--- config.mk ---
export PLATFORM = sky130hd
export DESIGN_NAME = lsu_dc1_arb_flat
export DESIGN_NICKNAME = d
export VERILOG_FILES = /design/src/rtl/lsu_dc1_arb_pkg.sv /design/src/rtl/lsu_dc1_arb_if.sv /design/src/rtl/lsu_arb_starve_ctr.sv /design/src/rtl/lsu_dc1_arb.sv /design/src/flat_wrapper.sv
export SDC_FILE = /design/constraint.sdc
export NUM_CORES = 1
export LEC_CHECK = 0
export CAP_MARGIN = 25
export CELL_PAD_IN_SITES_DETAIL_PLACEMENT = 1
export CELL_PAD_IN_SITES_GLOBAL_PLACEMENT = 2
export CORE_UTILIZATION = 23
export CTS_CLUSTER_SIZE = 12
export DETAILED_ROUTE_END_ITERATION = 7
export PLACE_DENSITY = 0.84
export SLEW_MARGIN = 20
export SYNTH_ARGS = -nofsm -noshare
export SYNTH_HDL_FRONTEND = slang
export SYNTH_SLANG_ARGS = --single-unit
--- constraint.sdc ---
create_clock -name clk -period 3.5 [get_ports clk]
set_clock_uncertainty 0.1 [all_clocks]
set_input_delay 0.35 -clock clk [delete_from_list [all_inputs] [get_ports clk]]
set_output_delay 0.35 -clock clk [all_outputs]
set_load 0.02 [all_outputs]
--- src/rtl/lsu_dc1_arb_pkg.sv ---
// Shared types for the LSU DC1 arbiter: packet layout, arbiter state, DMA size codes.
// Pure declarations and small helpers; no logic state.
package lsu_dc1_arb_pkg;

    typedef struct packed {
        logic valid;
        logic dma;
        logic unsign;
        logic store;
        logic load;
        logic word;
        logic half;
        logic by;
    } lsu_pkt_t;

    typedef enum logic {
        RUN   = 1'b0,
        BLOCK = 1'b1
    } lsu_arb_state_t;

    localparam logic [1:0] DMA_SZ_BYTE = 2'b00;
    localparam logic [1:0] DMA_SZ_HALF = 2'b01;
    localparam logic [1:0] DMA_SZ_WORD = 2'b10;

    // DMA requests carry only direction and size; everything else in the packet is zero.
    function automatic lsu_pkt_t dma_pkt(input logic write, input logic [1:0] sz);
        lsu_pkt_t p;
        p       = '0;
        p.valid = 1'b1;
        p.dma   = 1'b1;
        p.store = write;
        p.load  = ~write;
        p.by    = (sz == DMA_SZ_BYTE);
        p.half  = (sz == DMA_SZ_HALF);
        p.word  = (sz == DMA_SZ_WORD);
        return p;
    endfunction

endpackage

--- src/rtl/lsu_dc1_arb_if.sv ---
// Request/grant bundle between the core LSU / DMA requesters and the DC1 arbiter.
// Requesters hold request and payload stable until the matching grant is seen.
interface lsu_dc1_arb_if;
    import lsu_dc1_arb_pkg::*;

    logic        core_req_vld;
    lsu_pkt_t    core_pkt;
    logic [31:0] core_addr;
    logic        core_gnt;
    logic        dma_req_vld;
    logic        dma_write;
    logic [1:0]  dma_sz;
    logic [31:0] dma_addr;
    logic        dma_gnt;

    modport master (
        output core_req_vld, core_pkt, core_addr,
        output dma_req_vld, dma_write, dma_sz, dma_addr,
        input  core_gnt, dma_gnt
    );

    modport slave (
        input  core_req_vld, core_pkt, core_addr,
        input  dma_req_vld, dma_write, dma_sz, dma_addr,
        output core_gnt, dma_gnt
    );
endinterface

--- src/rtl/lsu_arb_starve_ctr.sv ---
// Saturating DMA starvation counter; 1-cycle update, sat is combinational from the count.
// clr beats hold beats inc; hold freezes the count entirely.
module lsu_arb_starve_ctr #(
    parameter int STARVE_MAX = 4
) (
    input  logic clk,
    input  logic rst,
    input  logic inc,
    input  logic clr,
    input  logic hold,
    output logic sat
);
    localparam logic [3:0] MAX = 4'(STARVE_MAX);

    logic [3:0] cnt;

    always_ff @(posedge clk) begin
        if (rst) begin
            cnt <= '0;
        end else if (clr) begin
            cnt <= '0;
        end else if (!hold && inc && !sat) begin
            cnt <= cnt + 4'd1;
        end
    end

    assign sat = (cnt == MAX);
endmodule

--- src/rtl/lsu_dc1_arb.sv ---
// Core/DMA arbiter into DC1: grants are same-cycle, DC1 packet/addresses register one edge later.
// Freeze blocks all grants and holds DC1; a core fault blocks core issue until flush.
module lsu_dc1_arb
    import lsu_dc1_arb_pkg::*;
#(
    parameter int STARVE_MAX = 4
) (
    input  logic          clk,
    input  logic          rst,
    lsu_dc1_arb_if.slave  bus,
    input  logic          freeze,
    input  logic          flush,
    input  logic          fault_dc1,
    output lsu_pkt_t      dc1_pkt,
    output logic [31:0]   dc1_start_addr,
    output logic [31:0]   dc1_end_addr,
    output logic          core_blocked
);
    lsu_arb_state_t state;
    logic           core_elig;
    logic           dma_elig;
    logic           starve_sat;
    lsu_pkt_t       win_pkt;
    logic [31:0]    win_addr;
    logic [31:0]    win_off;

    assign core_elig = bus.core_req_vld && !flush && (state == RUN);
    assign dma_elig  = bus.dma_req_vld;

    // DMA only overrides core once it has lost STARVE_MAX cycles in a row.
    always_comb begin
        bus.core_gnt = 1'b0;
        bus.dma_gnt  = 1'b0;
        if (!rst && !freeze) begin
            bus.dma_gnt  = dma_elig && (!core_elig || starve_sat);
            bus.core_gnt = core_elig && !(dma_elig && starve_sat);
        end
    end

    lsu_arb_starve_ctr #(.STARVE_MAX(STARVE_MAX)) u_starve (
        .clk  (clk),
        .rst  (rst),
        .inc  (bus.dma_req_vld && !bus.dma_gnt && !freeze),
        .clr  (bus.dma_gnt || (!bus.dma_req_vld && !freeze)),
        .hold (freeze),
        .sat  (starve_sat)
    );

    always_comb begin
        win_pkt  = bus.core_pkt;
        win_addr = bus.core_addr;
        if (bus.dma_gnt) begin
            win_pkt  = dma_pkt(bus.dma_write, bus.dma_sz);
            win_addr = bus.dma_addr;
        end else begin
            win_pkt.valid = 1'b1;
            win_pkt.dma   = 1'b0;
        end
        win_off = win_pkt.word ? 32'd3 : (win_pkt.half ? 32'd1 : 32'd0);
    end

    always_ff @(posedge clk) begin
        if (rst) begin
            dc1_pkt        <= '0;
            dc1_start_addr <= '0;
            dc1_end_addr   <= '0;
        end else if (!freeze) begin
            if (bus.core_gnt || bus.dma_gnt) begin
                dc1_pkt        <= win_pkt;
                dc1_start_addr <= win_addr;
                dc1_end_addr   <= win_addr + win_off;
            end else begin
                dc1_pkt.valid  <= 1'b0;
            end
        end else if (flush && !dc1_pkt.dma) begin
            // Frozen: only the valid bit of a core packet reacts to flush.
            dc1_pkt.valid <= 1'b0;
        end
    end

    always_ff @(posedge clk) begin
        if (rst) begin
            state        <= RUN;
            core_blocked <= 1'b0;
        end else if (flush) begin
            state        <= RUN;
            core_blocked <= 1'b0;
        end else if (dc1_pkt.valid && !dc1_pkt.dma && fault_dc1) begin
            state        <= BLOCK;
            core_blocked <= 1'b1;
        end
    end
endmodule

--- src/flat_wrapper.sv ---
// flat-port wrapper written by rule: the top's interface ports become plain ports
module lsu_dc1_arb_flat import lsu_dc1_arb_pkg::*;
#(
    parameter int STARVE_MAX = 4
)
  (clk, rst, freeze, flush, fault_dc1, dc1_pkt, dc1_start_addr, dc1_end_addr, core_blocked, bus_core_req_vld, bus_core_pkt, bus_core_addr, bus_dma_req_vld, bus_dma_write, bus_dma_sz, bus_dma_addr, bus_core_gnt, bus_dma_gnt);
  lsu_dc1_arb_if bus_i ();
  input  logic clk;
  input  logic rst;
  input  logic freeze;
  input  logic flush;
  input  logic fault_dc1;
  output lsu_pkt_t dc1_pkt;
  output logic [31:0] dc1_start_addr;
  output logic [31:0] dc1_end_addr;
  output logic core_blocked;
  input wire logic [$bits(bus_i.core_req_vld)-1:0] bus_core_req_vld;
  input wire logic [$bits(bus_i.core_pkt)-1:0] bus_core_pkt;
  input wire logic [$bits(bus_i.core_addr)-1:0] bus_core_addr;
  input wire logic [$bits(bus_i.dma_req_vld)-1:0] bus_dma_req_vld;
  input wire logic [$bits(bus_i.dma_write)-1:0] bus_dma_write;
  input wire logic [$bits(bus_i.dma_sz)-1:0] bus_dma_sz;
  input wire logic [$bits(bus_i.dma_addr)-1:0] bus_dma_addr;
  output wire logic [$bits(bus_i.core_gnt)-1:0] bus_core_gnt;
  output wire logic [$bits(bus_i.dma_gnt)-1:0] bus_dma_gnt;
  assign bus_i.core_req_vld = bus_core_req_vld;
  assign bus_i.core_pkt = bus_core_pkt;
  assign bus_i.core_addr = bus_core_addr;
  assign bus_i.dma_req_vld = bus_dma_req_vld;
  assign bus_i.dma_write = bus_dma_write;
  assign bus_i.dma_sz = bus_dma_sz;
  assign bus_i.dma_addr = bus_dma_addr;
  assign bus_core_gnt = bus_i.core_gnt;
  assign bus_dma_gnt = bus_i.dma_gnt;
  lsu_dc1_arb #(.STARVE_MAX(STARVE_MAX)) u_core (.clk(clk), .rst(rst), .bus(bus_i), .freeze(freeze), .flush(flush), .fault_dc1(fault_dc1), .dc1_pkt(dc1_pkt), .dc1_start_addr(dc1_start_addr), .dc1_end_addr(dc1_end_addr), .core_blocked(core_blocked));
endmodule
After elaboration in Yosys (flattened, before gate mapping) --
Index checks and enable logic that the tools add are counted.
Storage, ports and cells: register bits 77, output and inout bits 75, logic and storage cells 61, input bits 82
Operators by class: reduce and logical (&&, ||, !) cells 30, bitwise logic cells 3, add/subtract/negate cells 2, eq/ne operators 4, muxes and demuxes 10
Operators by type and width (number):
- two-way mux 32 bit | 2
- adder 32 bit | 1
- logical AND 1 bit | 14
- logical NOT 1 bit | 9
- two-way mux 1 bit | 7
- two-way mux 6 bit | 1
- adder 4 x 1 -> 4 bit (second input constant) | 1
- == test 4 x 3 -> 1 bit (second input constant) | 1
- OR reduction 2 bit | 2
- logical OR 1 bit | 3
- NOT 1 bit | 3
- == test 2 x 1 -> 1 bit (second input constant) | 1
- == test 2 bit (second input constant) | 1
- logical NOT 2 bit | 1
- != test 2 x 1 -> 1 bit (second input constant) | 1
- AND reduction 2 bit | 1

Logic depth before layout (Yosys ltp) --
Gate-level depths: netlist of the first run.
word-level depth 12, gate-level depth with buffers 18, gate-level depth less buffers 15

Modules after synthesis --
From an unflattened synthesis of the first run, not the netlist that was laid out.
Second synthesis, totals: cell total of the unflattened synthesis 569, area, all modules 4554.4 sq um
By module, submodules not included:
- lsu_dc1_arb | times used 1, cells each 542, area an instance 4324.1 sq um, seq. area each 1461.4 sq um
- lsu_arb_starve_ctr | times used 1, cells each 27, area an instance 230.2 sq um, seq. area each 80.1 sq um

Worst setup path before layout of the first run --
Ideal clock, no wire load.
path kind flip-flop to flip-flop, start register u_core.u_starve.cnt[0], end register u_core.dc1_end_addr[26], library setup time 130 ps, required time 3270 ps, stages on the path, launching flop included 19, period minus slack after synthesis 3649 ps, arrival 3419 ps, buffers on the path 3, path slack -149 ps, cell sequence dfxtp_1 inv_1 ha_1 and3b_1 o21ai_4 inv_2 buf_6 buf_6 buf_2 nand2_1 nand2_1 ha_1 fa_1 nand4_1 nor3_1 nand3_1 a2111oi_2 xor2_1 o21ai_0
Between the ends: elaborated cells on any way between the ends 15, those cells by class add/sub: 1; eq/ne: 1; mux: 6; reduce/logical: 7
RTL lines:
- from (decl) | line lsu_arb_starve_ctr.sv:15 | logic [3:0] cnt;
- from (signal assigned) | line lsu_arb_starve_ctr.sv:23 | cnt <= cnt + 4'd1;
- == test 4 x 3 -> 1 bit | line lsu_arb_starve_ctr.sv:27 | assign sat = (cnt == MAX);
- logical OR 1 bit | line lsu_dc1_arb.sv:35 | bus.dma_gnt = dma_elig && (!core_elig || starve_sat);
- logical AND 1 bit | line lsu_dc1_arb.sv:35
- two-way mux 1 bit | line lsu_dc1_arb.sv:34 | if (!rst && !freeze) begin
- two-way mux 32 bit | line lsu_dc1_arb.sv:52 | if (bus.dma_gnt) begin
- net u_core.win_addr[0] | line lsu_dc1_arb.sv:24 | logic [31:0] win_addr;
- adder 32 bit | line lsu_dc1_arb.sv:71 | dc1_end_addr <= win_addr + win_off;
- to (signal assigned) | line lsu_dc1_arb.sv:71
- to (decl) | line lsu_dc1_arb.sv:16 | output logic [31:0] dc1_end_addr,
The timed path passes the listed nets, and every way through them passes these cells. A chain may end at the register's enable or synchronous reset.

Worst setup path in the final report of the first run --
start input bus_core_req_vld, end output bus_core_gnt
Between the ends: longest elaborated chain between the ends 4
RTL lines:
- from (decl) | line flat_wrapper.sv:17 | input wire logic [$bits(bus_i.core_req_vld)-1:0] bus_core_req_vld;
- logical AND 1 bit (2 in series) | line lsu_dc1_arb.sv:27 | assign core_elig = bus.core_req_vld && !flush && (state == RUN);
- logical AND 1 bit | line lsu_dc1_arb.sv:36 | bus.core_gnt = core_elig && !(dma_elig && starve_sat);
- two-way mux 1 bit | line lsu_dc1_arb.sv:34
- to (decl) | line flat_wrapper.sv:24 | output wire logic [$bits(bus_i.core_gnt)-1:0] bus_core_gnt;
Every way passes these cells.

==> results of run 1 <==
[layer usage]
layer  part of all wire  vias up  global-route usage
li1                   -     2291                   -
met1               0.47     2259               0.229
met2               0.47      108               0.289
met3              0.044       21              0.0323
met4              0.019        2              0.0624
met5            0.00076        -                   0
[flip-flops by register name (all words and copies together) (netlist names)]
name                   cells
u_core.dc1_end_addr       32
u_core.dc1_pkt             8
u_core.dc1_start_addr     32
u_core.u_starve.cnt        4
u_core.core_blocked        1
[metrics by stage]
stage	util	hold WS, ns
3_3_place_gp	0.339	0.347
5_1_grt	0.361	0.385
3_5_place_dp	0.339	0.350
6_report	0.361	0.357
2_1_floorplan	-	0.329
4_1_cts	0.356	0.359
[synthesized netlist by cell type, drive strengths merged (2+ instances only)]
| master | number | share of area |
|---|---|---|
| xnor2 | 15 | 0.030 |
| nand3 | 25 | 0.034 |
| nand4 | 15 | 0.021 |
| mux2 | 6 | 0.016 |
| nor3b | 5 | 0.0096 |
| dfxtp | 77 | 0.35 |
| a221oi | 3 | 0.0073 |
| nor3 | 23 | 0.029 |
| a31oi | 2 | 0.0028 |
| o211ai | 7 | 0.012 |
| xor2 | 20 | 0.040 |
| mux2i | 22 | 0.051 |
| nand3b | 21 | 0.036 |
| and3 | 3 | 0.0042 |
| nor2 | 62 | 0.053 |
| a22oi | 2 | 0.0034 |
| clkbuf | 21 | 0.018 |
| a2111oi | 4 | 0.014 |
| o31ai | 3 | 0.0051 |
| a311oi | 7 | 0.014 |
| ha | 4 | 0.011 |
| a21oi | 22 | 0.025 |
| inv | 13 | 0.011 |
| buf | 12 | 0.020 |
| a211oi | 26 | 0.045 |
| nand2 | 81 | 0.069 |
| and2 | 3 | 0.0042 |
| o21ai | 26 | 0.033 |
| nor4 | 3 | 0.0056 |
| or3 | 5 | 0.0071 |
[report_power, final]
part / leakage, nW / switching [mW] / internal [mW]
sequential: 0.632 / 0.0300 / 0.928
clock: 0.152 / 0.376 / 0.639
combinational: 1.57 / 0.305 / 0.278
[how the worst max path moves through the flow]
stage                                         from                                    to  slack (ns)  depth (start not counted)
2_1_floorplan  u_core.u_starve.cnt[0]$_SDFFE_PP0P_  u_core.dc1_end_addr[26]$_SDFFE_PP0P_       0.002                         18
3_3_place_gp                      bus_core_req_vld  u_core.dc1_end_addr[26]$_SDFFE_PP0P_       -0.24                         13
3_5_place_dp                      bus_core_req_vld  u_core.dc1_end_addr[26]$_SDFFE_PP0P_       -0.37                         13
4_1_cts                           bus_core_req_vld  u_core.dc1_end_addr[26]$_SDFFE_PP0P_        0.02                         13
5_1_grt        u_core.u_starve.cnt[0]$_SDFFE_PP0P_  u_core.dc1_end_addr[26]$_SDFFE_PP0P_       -0.02                         16
6_report                          bus_core_req_vld                          bus_core_gnt        0.13                          8
[kinds of logic (layout without fill, tap and decap cells)]
group                    Yosys count  count (layout)
AO/OA/AOI/OAI                    107             107
XOR/XNOR                          35              35
adder cells (fa/ha/maj)            5               5
buffers and inverters             46             214
flip-flops                        77              77
multiplexers                      28              28
AND/OR/NAND/NOR                  251             251
[area by class of cell]
| class | count | area [µm²] | share of cell area |
|---|---|---|---|
| Sequential cell | 77 | 1550 | 0.228 |
| Multi-Input combinational cell | 426 | 2780 | 0.410 |
| Tap cell | 234 | 293 | 0.0432 |
| Clock buffer | 11 | 243 | 0.0358 |
| Timing Repair Buffer | 186 | 1790 | 0.265 |
| Clock inverter | 4 | 72.6 | 0.0107 |
| Inverter | 13 | 48.8 | 0.00720 |
[critical path: stages]
cell and delay, ns:
clkdlybuf4s50_1 0.51, or3b_4 0.41, o21ai_4 0.28, buf_6 0.15, inv_2 0.04, buf_4 0.25
nor2_1 0.27, clkdlybuf4s50_1 0.66
[repair_timing]
action / 4_1_cts / 5_1_grt
buffers inserted: 0 / 1
endpoints found under the setup margin: 1 / 10
pin swaps: 0 / 8
resized for setup: 2 / 22
==> impl_metrics.json, run 1 <==
{
  "fill_cells": 2225,
  "die_width_um": 141,
  "clk_root_buffer_cell": "clkbuf_16",
  "status": "finished clean",
  "fin_area_mm2": 0.00677,
  "critPathLaunchType": "input pin",
  "ir_drop_uv": 223,
  "finalMaxSlewViolations": 0,
  "worst-path-max-fanout": 29,
  "seq_area_frac_synth": 0.348,
  "crit_arrival_ns": 2.92,
  "max_cap_violations": 0,
  "pre_cts_ws_ns": -0.368,
  "synth_top_family_by_area": "simple AND/OR/NAND/NOR gates",
  "diodes": 0,
  "drt_wl_total_um": 17200,
  "clock_sinks": 77,
  "num_rows": 50,
  "worstReg2RegEnd": "u_core.dc1_end_addr[22]$_SDFFE_PP0P_",
  "gp_congestion": 0.857,
  "drive_above_1_share": 0.121,
  "hold_class": "reg -> reg",
  "synthMuxAreaShare": 0.0666,
  "r2r_start": "u_core.u_starve.cnt[0]$_SDFFE_PP0P_",
  "hp-start": "u_core.dc1_end_addr[11]$_SDFFE_PP0P_",
  "finalWorstSetupSlack_ns": 0.130,
  "layout.nets": 800,
  "finalSetupTns_ns": 0,
  "numPortBuffers": 154,
  "yosysUniqueCellTypes": 55,
  "fmax_mhz": 297,
  "worstPathRequired_ns": 3.05,
  "p_leak_nw": 2.36,
  "core_mm2": 0.0188,
  "hold_viol": 0,
  "postSynthAreaPerCell_um2": 8.07,
  "area_growth_pct": 52.9,
  "grt_pass1_vias": 4895,
  "gr-total-overflow": 0,
  "regToRegSetupSlack_ns": 0.19,
  "synth_nets": 636,
  "io_pins": 157,
  "ys.flop_type": "dfxtp_1",
  "end_kind": "output port",
  "grt_pass1_wl_um": 27000,
  "drt_iter0_drc": 242,
  "start_util": 0.236,
  "die_y_um": 141,
  "synth-edff-count": 0,
  "vias": 4681,
  "syn_area_mm2": 0.00443,
  "synth-adder-area-share": 0.0158,
  "holdPathStages": 2,
  "power_mw": 2.56,
  "place_area_mm2": 0.00636,
  "whs_endpoint": "u_core.dc1_end_addr[11]$_SDFFE_PP0P_",
  "slew_headroom": 0.463,
  "dr.pass1.iters": 5,
  "worstSetupPathType": "in -> out",
  "synth_xor_area_frac": 0.0692,
  "worst_skew_pair.late_latency_ns": 0.33,
  "layout_commonest_cell": "clkdlybuf4s50_1",
  "period_needed_ns": 3.37,
  "finalSetupViolations": 0,
  "finalCritPeriodShare": 0.963,
  "dieArea_mm2": 0.0198,
  "ff2ff_path_depth": 18,
  "cts_hold_buf": 0,
  "ant_nets": 0,
  "antenna_found_initial": 1,
  "dp.cells": 935,
  "worstMarginPinSlew_ns": 0.805,
  "cts.path.max_buffers": 2,
  "ys_warn_count": 0,
  "htreeDepth": 3,
  "grt_max_degree": 78,
  "drc": 0,
  "final_cell_mix": "clkdlybuf4s50_1 (153), nand2_1 (78), dfxtp_1 (75), nor2_1 (61), buf_4 (30)",
  "wl_per_cell_um": 18.1,
  "yosys.area_share.simple": 0.282,
  "synthArstFlopShare": 0,
  "stdcell_count": 951,
  "ys_ff_latch": 77,
  "synth_compound_area_frac": 0.170,
  "synth_cells": 549,
  "cts_tree": "yes",
  "grt.total_usage": 0.176,
  "cts_buffers": 9,
  "viasPerCell": 4.92,
  "cellPowerDensity_mw_per_mm2": 378,
  "clk_pin_slew_ns": 0.06,
  "hpwlAfterDp_um": 13000
}
No activity file was read; power rests on OpenSTA's default activity.
==> run 2, diff against run 1 <==
--- a/config.mk
+++ b/config.mk
@@ -11,8 +11,8 @@
 export CORE_UTILIZATION = 23
 export CTS_CLUSTER_SIZE = 12
 export DETAILED_ROUTE_END_ITERATION = 7
+export GPL_TIMING_DRIVEN = 0
 export PLACE_DENSITY = 0.84
-export SLEW_MARGIN = 20
 export SYNTH_ARGS = -nofsm -noshare
 export SYNTH_HDL_FRONTEND = slang
 export SYNTH_SLANG_ARGS = --single-unit
==> run 2 against run 1 <==
Effect of this change:
- combinational power up 4.6%
- critical path type is now reg -> reg
- largest power group is now registers
- routed wire length up 14%
- register-to-register slack worse by 0.09 ns
==> impl_metrics.json, run 2 (synthesized netlist as in run 1, its figures left out) <==
{
  "hold_class": "in -> reg",
  "ff2ff_path_depth": 13,
  "fill_cells": 2226,
  "grt_pass1_wl_um": 29700,
  "finalWorstSetupSlack_ns": 0.0980,
  "clock_sinks": 77,
  "htreeDepth": 3,
  "worstSetupPathType": "reg -> reg",
  "cpPeakStageDelay_ns": 0.42,
  "vias": 4932,
  "slowest_stage": "or3b_4",
  "r2r_start": "u_core.core_blocked$_SDFFE_PP0P_",
  "grt_max_degree": 19,
  "hp-start": "flush",
  "worst-path-max-fanout": 9,
  "busiest_layer": "met2",
  "hold_viol": 0,
  "finalCritPeriodShare": 0.972,
  "layout_commonest_cell": "clkdlybuf4s50_1",
  "fmax_mhz": 294,
  "pre_cts_ws_ns": -1.57,
  "wl_per_cell_um": 20.1,
  "slew_headroom": 0.521,
  "clk_root_buffer_cell": "clkbuf_16",
  "viasPerCell": 5.07,
  "period_needed_ns": 3.40,
  "cts.path.max_buffers": 2,
  "holdPathStages": 2,
  "stdcell_count": 972,
  "ant_nets": 0,
  "drc": 0,
  "grtUsageMet2": 0.338,
  "drive_above_1_share": 0.123,
  "hpwlAfterDp_um": 15100,
  "critPathLaunchType": "flop",
  "worstReg2RegEnd": "u_core.dc1_end_addr[26]$_SDFFE_PP0P_",
  "path_depth": 13,
  "crit_start": "u_core.core_blocked$_SDFFE_PP0P_",
  "max_cap_violations": 0,
  "power_mw": 2.52,
  "end_kind": "flop",
  "use_met3": 0.0418,
  "crit_buf_inv": 1,
  "critical-path-top-delay-family": "simple AND/OR/NAND/NOR gates",
  "ir_drop_uv": 221,
  "status": "finished clean",
  "top_regs": "u_core.dc1_end_addr x32, u_core.dc1_start_addr x32, u_core.dc1_pkt x8",
  "finalSetupTns_ns": 0,
  "start_util": 0.236,
  "worstPathRequired_ns": 3.60,
  "dr.pass1.iters": 4,
  "crit_chain": "or3b_4 > o21ai_4 > buf_8 > a21oi_2 > nand2_2 > ha_4 > fa_2 > nand4_1 > nor3_4 > nand3_4 > a2111oi_4 > xor2_1 > o21ai_0",
  "numPortBuffers": 154,
  "drt_wl_total_um": 19600,
  "rsz0062_at_grt": "true",
  "cellPowerDensity_mw_per_mm2": 364,
  "num_rows": 50,
  "finalMaxSlewViolations": 0,
  "dp.cells": 937,
  "layout.nets": 819,
  "clk_pin_slew_ns": 0.06,
  "worst_skew_pair.late_latency_ns": 0.34,
  "core_mm2": 0.0188,
  "gp_congestion": 0.845,
  "regToRegSetupSlack_ns": 0.1,
  "cts_buffers": 9,
  "cts_tree": "yes",
  "worstMarginPinSlew_ns": 0.704,
  "grt_util_met1": 0.241,
  "crit_path_end": "u_core.dc1_end_addr[26]$_SDFFE_PP0P_",
  "grt_pass1_vias": 5221,
  "die_width_um": 141,
  "final_cell_mix": "clkdlybuf4s50_1 (149), nand2_1 (78), dfxtp_1 (74), nor2_1 (61), a211oi_1 (25)",
  "finalSetupViolations": 0,
  "grt.total_usage": 0.198,
  "drt_iter0_drc": 238,
  "antenna_found_initial": 1,
  "die_y_um": 141,
  "gr-total-overflow": 0,
  "io_pins": 157,
  "dieArea_mm2": 0.0198,
  "crit_arrival_ns": 3.50,
  "area_growth_pct": 55.9,
  "p_leak_nw": 2.40
}
==> run 2: report_power, final <==
part | leakage [nW] | total, mW | internal [mW] | switching [mW]
clock network | 0.149 | 0.945 | 0.567 | 0.378
registers | 0.632 | 0.962 | 0.929 | 0.0327
logic | 1.62 | 0.610 | 0.279 | 0.331
==> run 2: metal layers <==
metal | share of wire | wire length [µm] | up-vias
met3 | 0.054 | 1050 | 37
met5 | 0 | 0 | -
li1 | - | - | 2344
met2 | 0.49 | 9580 | 152
met4 | 0.030 | 583 | 0
met1 | 0.43 | 8360 | 2399
==> run 2: worst reg2reg max path: stages, from the launching register on <==
cell	delay, ns
dfxtp_2	0.34
or3b_4	0.42
o21ai_4	0.28
buf_8	0.20
a21oi_2	0.10
nand2_2	0.09
ha_4	0.14
fa_2	0.25
nand4_1	0.20
nor3_4	0.29
nand3_4	0.16
a2111oi_4	0.40
xor2_1	0.21
o21ai_0	0.09
==> run 2: timing repair <==
action                                  in CTS  in global routing
pin swaps                                   11                  9
endpoints found under the setup margin      32                 18
gates resized for setup                     41                 13
hold endpoints to repair                     0                  0
setup buffers                               15                  4
hold buffers                                 0                  0
==> run 2: metrics by stage <==
step	utilization	hold slack, ns	instance area [µm²]
after floorplan	-	0.329	4440
after global placement	0.334	0.348	6270
after detailed placement	0.334	0.349	6270
after CTS	0.363	0.305	6810
after global routing	0.368	0.339	6910
final	0.368	0.315	6910
==> run 2: final cells by class <==
| class | count | area, µm² | area share |
|---|---|---|---|
| multi-input cells | 426 | 2840 | 0.412 |
| repair buffers | 174 | 1690 | 0.245 |
| flip-flops and latches | 77 | 1550 | 0.224 |
| well taps | 234 | 293 | 0.0424 |
| clock buffers | 11 | 243 | 0.0351 |
| plain buffers | 31 | 188 | 0.0272 |
| inverters | 13 | 53.8 | 0.00779 |
| clock inverters | 5 | 50.0 | 0.00725 |
| diodes | 1 | 2.50 | 0.000362 |
==> run 2: worst min path at each step <==
| stage | endpoint | slack [ns] |
|---|---|---|
| after floorplan | u_core.core_blocked$_SDFFE_PP0P_ | 0.33 |
| after global placement | u_core.dc1_end_addr[11]$_SDFFE_PP0P_ | 0.35 |
| after detailed placement | u_core.dc1_end_addr[12]$_SDFFE_PP0P_ | 0.35 |
| after CTS | u_core.core_blocked$_SDFFE_PP0P_ | 0.30 |
| after global routing | u_core.core_blocked$_SDFFE_PP0P_ | 0.34 |
| final | u_core.core_blocked$_SDFFE_PP0P_ | 0.32 |
